===== config.mk =====
export PLATFORM = sky130hd
export DESIGN_NAME = spi_reg_ctrl
export DESIGN_NICKNAME = d
export VERILOG_FILES = /design/src/rtl/spi_reg_pkg.sv /design/src/rtl/spi_reg_ctrl.sv
export SDC_FILE = /design/constraint.sdc
export NUM_CORES = 1
export LEC_CHECK = 0
export CORE_ASPECT_RATIO = 1.5
export CORE_MARGIN = 1.5
export CORE_UTILIZATION = 50
export CTS_CLUSTER_DIAMETER = 60
export DETAILED_ROUTE_END_ITERATION = 10
export PLACE_DENSITY = 0.8
export SLEW_MARGIN = 5
export SYNTH_ARGS = -nofsm -noshare
export SYNTH_HDL_FRONTEND = slang
export SYNTH_SLANG_ARGS = --single-unit

===== constraint.sdc =====
create_clock -name clk_i -period 4.5 [get_ports clk_i]
set_input_delay 0.9 -clock clk_i [delete_from_list [all_inputs] [get_ports clk_i]]
set_output_delay 0.9 -clock clk_i [all_outputs]
set_load 0.05 [all_outputs]

===== src/rtl/spi_reg_pkg.sv =====
// Shared types and constants for the SPI register-access command sequencer.
package spi_reg_pkg;

  typedef enum logic [2:0] {
    ST_IDLE,
    ST_CMD,
    ST_ADDR,
    ST_WR_DATA,
    ST_RD_DATA,
    ST_DROP
  } state_e;

  localparam logic [7:0] CMD_WR  = 8'h2A;
  localparam logic [7:0] CMD_RD  = 8'h2B;
  localparam logic [7:0] TX_IDLE = 8'h00;

endpackage


===== src/rtl/spi_reg_ctrl.sv =====
// Command sequencer behind spi_slave: turns each CS frame's RX byte stream
// (command, address, data...) into register-bank write/read bursts and
// supplies the TX byte for the next SPI byte slot.
module spi_reg_ctrl
  import spi_reg_pkg::*;
#(
  parameter int ADDR_WIDTH = 8
) (
  input  logic                  clk_i,
  input  logic                  rst_i,
  input  logic                  spi_cs_n_i,
  input  logic                  spi_byte_vld_i,
  input  logic [7:0]            spi_byte_data_i,
  output logic [7:0]            spi_byte_data_o,
  output logic                  reg_wr_en_o,
  output logic                  reg_rd_en_o,
  output logic [ADDR_WIDTH-1:0] reg_addr_o,
  output logic [7:0]            reg_wr_data_o,
  input  logic [7:0]            reg_rd_data_i,
  output logic                  cmd_err_o
);

  state_e                state_q,    state_d;
  logic                  is_rd_q,    is_rd_d;
  logic [ADDR_WIDTH-1:0] addr_q,     addr_d;
  logic [ADDR_WIDTH-1:0] reg_addr_q, reg_addr_d;
  logic [7:0]            wr_data_q,  wr_data_d;
  logic                  wr_en_q,    wr_en_d;
  logic                  rd_en_q,    rd_en_d;
  logic                  rd_pend_q,  rd_pend_d;
  logic                  cmd_err_q,  cmd_err_d;
  logic [7:0]            tx_q,       tx_d;

  // Next-state, address counter, strobe and TX-byte decode.
  always_comb begin
    // NOTE: every signal gets a default before the case so no path leaves one unassigned (no latches).
    state_d    = state_q;
    is_rd_d    = is_rd_q;
    addr_d     = addr_q;
    reg_addr_d = reg_addr_q;
    wr_data_d  = wr_data_q;
    wr_en_d    = 1'b0;
    rd_en_d    = 1'b0;
    cmd_err_d  = 1'b0;
    rd_pend_d  = rd_en_q;
    tx_d       = tx_q;

    // Read data is valid the cycle after the strobe; capture it then.
    if (rd_pend_q) tx_d = reg_rd_data_i;

    case (state_q)
      ST_IDLE: begin
        if (!spi_cs_n_i) state_d = ST_CMD;
      end
      ST_CMD: begin
        if (spi_byte_vld_i) begin
          if (spi_byte_data_i == CMD_WR) begin
            is_rd_d = 1'b0;
            state_d = ST_ADDR;
          end else if (spi_byte_data_i == CMD_RD) begin
            is_rd_d = 1'b1;
            state_d = ST_ADDR;
          end else begin
            cmd_err_d = 1'b1;
            state_d   = ST_DROP;
          end
        end
      end
      ST_ADDR: begin
        if (spi_byte_vld_i) begin
          addr_d = ADDR_WIDTH'(spi_byte_data_i);
          if (is_rd_q) begin
            // First read is issued straight from the address byte so the
            // data is ready for the first data byte slot.
            rd_en_d    = 1'b1;
            reg_addr_d = ADDR_WIDTH'(spi_byte_data_i);
            state_d    = ST_RD_DATA;
          end else begin
            state_d = ST_WR_DATA;
          end
        end
      end
      ST_WR_DATA: begin
        if (spi_byte_vld_i) begin
          wr_en_d    = 1'b1;
          reg_addr_d = addr_q;
          wr_data_d  = spi_byte_data_i;
          addr_d     = addr_q + 1'b1;
        end
      end
      ST_RD_DATA: begin
        // The RX byte is a dummy; each one prefetches the next address.
        if (spi_byte_vld_i) begin
          rd_en_d    = 1'b1;
          reg_addr_d = addr_q + 1'b1;
          addr_d     = addr_q + 1'b1;
        end
      end
      ST_DROP: begin
      end
      default: state_d = ST_IDLE;
    endcase

    // Frame end wins over the per-state transition, but the byte handled
    // above in this same cycle still produces its strobe.
    if (spi_cs_n_i) state_d = ST_IDLE;

    // TX byte is only meaningful while streaming read data.
    if (state_d != ST_RD_DATA) tx_d = TX_IDLE;
  end

  // State and registered outputs; synchronous reset clears everything,
  // including a pending read capture.
  always_ff @(posedge clk_i) begin
    // NOTE: sequential state uses non-blocking assignments so all flops update together.
    if (rst_i) begin
      state_q    <= ST_IDLE;
      is_rd_q    <= 1'b0;
      addr_q     <= '0;
      reg_addr_q <= '0;
      wr_data_q  <= '0;
      wr_en_q    <= 1'b0;
      rd_en_q    <= 1'b0;
      rd_pend_q  <= 1'b0;
      cmd_err_q  <= 1'b0;
      tx_q       <= TX_IDLE;
    end else begin
      state_q    <= state_d;
      is_rd_q    <= is_rd_d;
      addr_q     <= addr_d;
      reg_addr_q <= reg_addr_d;
      wr_data_q  <= wr_data_d;
      wr_en_q    <= wr_en_d;
      rd_en_q    <= rd_en_d;
      rd_pend_q  <= rd_pend_d;
      cmd_err_q  <= cmd_err_d;
      tx_q       <= tx_d;
    end
  end

  assign spi_byte_data_o = tx_q;
  assign reg_wr_en_o     = wr_en_q;
  assign reg_rd_en_o     = rd_en_q;
  assign reg_addr_o      = reg_addr_q;
  assign reg_wr_data_o   = wr_data_q;
  assign cmd_err_o       = cmd_err_q;

endmodule

==> implementation parameters <==
Parameter                              Value

Critical path
  Count of buffer and inverter cells on the critical path    2
  Critical R2R Capture    reg_addr_o[3]
  Library cell contributing the largest single delay on the critical path    sky130_fd_sc_hd__clkdlybuf4s50_1
  Worst R2R Path Depth    4
  Ordered list of cells on the worst path    clkdlybuf4s50_1 -> inv_1 -> a2111oi_1 -> o21ai_1 -> nor3_1
  CP Capture Type    flip-flop
  Crit-path max cell delay    0.81 ns
  Launching point of the worst reg2reg path    state_q[2]
  Required time of the critical path    4.70 ns
  Critical Path Fanout Max    15
  Critical path data arrival time    3.00 ns
  Crit start category    input port
  Critical path's top delay family    buffers and inverters
  WS Path Type    input port to flip-flop
  Worst reg-to-reg setup slack    approximately 2.3 ns

Hold path
  Worst Hold Class    flip-flop to flip-flop
  Hold depth    2
  Worst min-delay path endpoint    reg_wr_data_o[4]
  Start point of the worst min-delay path    reg_wr_data_o[4]

Status
  Outcome    finished, final reports clean

Pwr
  Cell Pwr Density    262 nW/um^2
  Net switching power    0.159 mW
  Maximum resistive drop on vdd    between 150 and 200 uV
  Part of the power in combinational logic    9.2%
  Part of the total power dissipated in the clock network    36.7%
  Internal Dissipation    about 0.51 mW
  Part of the total power dissipated in sequential elements    between 50% and 60%
  Switching portion of total power    between 20% and 30%
  Overall Power    approximately 0.67 mW
  Static power due to leakage    between 0.8 and 0.9 nW

Clock tree
  Sink count of the clock tree    40
  Reg clk slew, reported paths    roughly 0.08 ns
  Source-to-sink clock delay at the later pin of the worst-skew pair    slightly below 0.3 ns
  Post-CTS setup-driven buffer insertion count    0
  CTS tree    built
  Number of buffers added by the clock tree synthesis step    5
  CTS Root Buffer Type    sky130_fd_sc_hd__clkbuf_8
  Cts repair resizes    0
  Quantity of hold-fixing buffers added after cts    0
  Bufs on Longest Clock Path    2
  Number of H-tree levels    2

Finish
  Total of fill cells in the finished design    around 360
  Cell Count, Final, Fillers Out    between 300 and 400
  Final net count    between 200 and 300
  Fraction of layout cells with a size suffix above 1    a little under 7%
  Final std cell area, no fill    2540 um^2
  Synth-to-Final Area Change    26.4%
  Total area of multi-input combinational cells    approximately 1100 um^2
  Ant. Diodes    0
  Flip-flop and latch area    approximately 800 um^2
  Layout Utilization    approximately two thirds

Placed design
  Setup slack after placement    between 1 and 1.5 ns
  Final estimated routing congestion in global placement    about 0.86
  Buffers added on ports    46
  Post-Place Cell Area    2450 um^2
  Number of placed instances with taps included    around 310
  Final HPWL DP    ~3.6 mm

STA
  Maximum clock frequency    around 360 MHz
  Worst slew margin    about 45%
  Final number of max-transition violations    0
  Setup repair after global routing missed its margin    false
  Worst Slack Setup Final    1.70 ns
  Portion of the clock cycle consumed by the worst path in the final layout    62.2%
  Hold Violations, Final    0
  Total setup violations reported at the end of the flow    0
  Tightest Pin Transition    ~0.82 ns
  Aggregate negative setup slack    0 ns
  Largest clock skew in the final design    around 0.007 ns
  Tmin final    between 2 and 3 ns
  Min Hold Slack    ~0.45 ns

GRT
  Number of global-route vias before repair    ~1,700
  Total global-route track usage    roughly a quarter
  Largest net degree at the start of global routing    34
  Overflow left after global routing    0
  First-pass GRT wire length    just under 8 mm
  Number of antenna violations at the first check in global routing    0

Route
  Final WL    ~4.9 mm
  Via Count    around 1,900
  Routed len/inst    roughly 15 um
  Via density    a little under 6
  Final ANT Viol Nets    0
  Iteration-0 DRC Markers    70
  TritonRoute pass-1 iters    4
  Number of DRC violations after detailed routing    0

Die
  Die outline area    between 4000 and 5000 um^2
  Initial cell density of the core    approximately half
  Chip Height    between 80 and 90 um
  Top-level port count    47
  Number of core rows    28
  Width of the die    approximately 55 um
  Placeable core region    ~3900 um^2

Logic synthesis
  Post-synth top flop    sky130_fd_sc_hd__dfxtp_1
  Biggest area consumer among synthesized cells    sky130_fd_sc_hd__dfxtp_1
  Sequential-to-total area share from yosys stat    between 30% and 40%
  EDFF count, synth    0
  Count of cell types in the netlist    roughly 50
  Post-Synthesis Net Count    approximately 260
  Flip-flop and latch count after synthesis    40
  Share of the synthesized area in the top cell type    ~40%
  Synth cell count leaders    sky130_fd_sc_hd__dfxtp_1, sky130_fd_sc_hd__a21oi_1, sky130_fd_sc_hd__nand2_1, sky130_fd_sc_hd__nor3_1, sky130_fd_sc_hd__o21ai_1
  Netlist area before placement    roughly 2000 um^2
  Most common cell in the netlist    sky130_fd_sc_hd__dfxtp_1
  Share of flip-flops with an asynchronous set or reset    0%
  Mean area per synthesized cell    about 8.4 um^2
  Number of warnings issued by yosys    0
  Synth top area cells    sky130_fd_sc_hd__dfxtp_1, sky130_fd_sc_hd__a21oi_1, sky130_fd_sc_hd__nand2_1
  Number of instances in the synthesized netlist    238

Run
  Max_cap viols    0
-- layer usage --
metal  global-route usage [%]  up-vias  share of wire (%)
met2                     42.7       57                 54
met5                        0        -                  0
met1                     27.5      887                 39
met3                     4.09       10                4.3
li1                         -      952                  -
met4                     10.3        0                2.2
-- power groups by stage --
| stage | registers (mW) | logic, mW | clock network, mW |
|---|---|---|---|
| after floorplan | 0.371 | 0.0307 | 0 |
| after global placement | 0.368 | 0.0605 | 0 |
| after detailed placement | 0.368 | 0.0612 | 0 |
| after CTS | 0.360 | 0.0614 | 0.250 |
| after global routing | 0.361 | 0.0664 | 0.261 |
| final | 0.360 | 0.0610 | 0.245 |
-- registers in the layout (all words and copies together), names as in the netlist --
name and flops:
reg_rd_en_o 1, is_rd_q 1, reg_addr_o 8, addr_q 8, reg_wr_data_o 8, rd_pend_q 1
state_q 3, cmd_err_o 1, reg_wr_en_o 1, spi_byte_data_o 8
-- layout by cell type, fill, tap and decap left out, types with 2 or more instances in the layout --
cell type,netlist,routed
sky130_fd_sc_hd__clkdlybuf4s50_1,0,46
sky130_fd_sc_hd__dfxtp_1,40,40
sky130_fd_sc_hd__a21oi_1,26,26
sky130_fd_sc_hd__nand2_1,25,25
sky130_fd_sc_hd__nor3_1,13,13
sky130_fd_sc_hd__o21ai_1,10,10
sky130_fd_sc_hd__mux2i_1,9,9
sky130_fd_sc_hd__nor2_1,8,8
sky130_fd_sc_hd__o21ai_0,8,8
sky130_fd_sc_hd__nand2b_1,6,6
sky130_fd_sc_hd__and3_1,6,6
sky130_fd_sc_hd__nand3_1,6,6
sky130_fd_sc_hd__a211oi_1,6,6
sky130_fd_sc_hd__clkbuf_8,0,6
sky130_fd_sc_hd__a311oi_1,5,5
sky130_fd_sc_hd__nor2b_1,5,5
sky130_fd_sc_hd__inv_1,4,4
sky130_fd_sc_hd__o21a_1,3,3
sky130_fd_sc_hd__a22oi_1,3,3
sky130_fd_sc_hd__nand4_1,3,3
sky130_fd_sc_hd__nand3b_1,2,2
sky130_fd_sc_hd__a211oi_2,2,2
sky130_fd_sc_hd__o211ai_1,2,2
sky130_fd_sc_hd__o31ai_1,2,2
sky130_fd_sc_hd__a21boi_1,2,2
sky130_fd_sc_hd__or3_1,2,2
sky130_fd_sc_hd__a31oi_1,2,2
sky130_fd_sc_hd__clkinv_2,0,2
-- cell type report --
type	instances	area share, %
flip-flops and latches	40	31.5
well taps	45	2.22
multi-input cells	178	43.6
clock inverters	2	0.394
clock buffers	6	3.25
repair buffers	47	18.4
inverters	4	0.591
-- kinds of logic after synthesis --
family / synth area share [%]
mux: 4.48
fa+ha+maj: 0.623
compound gates: 26.4
xor+xnor: 0.436
buf+inv: 5.04
flops: 39.9
simple gates: 23.2
-- worst register-to-register path, cell delays in order, from the launching register on --
cell	delay, ns
sky130_fd_sc_hd__dfxtp_1	0.56
sky130_fd_sc_hd__or3b_1	0.75
sky130_fd_sc_hd__and3_1	0.37
sky130_fd_sc_hd__a211oi_1	0.30
sky130_fd_sc_hd__a211oi_2	0.11
-- how the worst max path moves through the flow --
stage / start / end / slack [ns] / cells past startpoint
finish: spi_byte_vld_i / spi_byte_data_o[6] / 1.70 / 5
global route: spi_byte_vld_i / spi_byte_data_o[2] / 1.42 / 5
CTS: spi_byte_vld_i / spi_byte_data_o[6] / 1.70 / 5
detailed placement: spi_byte_vld_i / spi_byte_data_o[6] / 1.41 / 5
global placement: spi_byte_vld_i / spi_byte_data_o[3] / 1.52 / 5
floorplan: spi_byte_data_i[6] / spi_byte_data_o[0] / 2.48 / 4
Note: power is estimated with default switching activity, not from simulation.
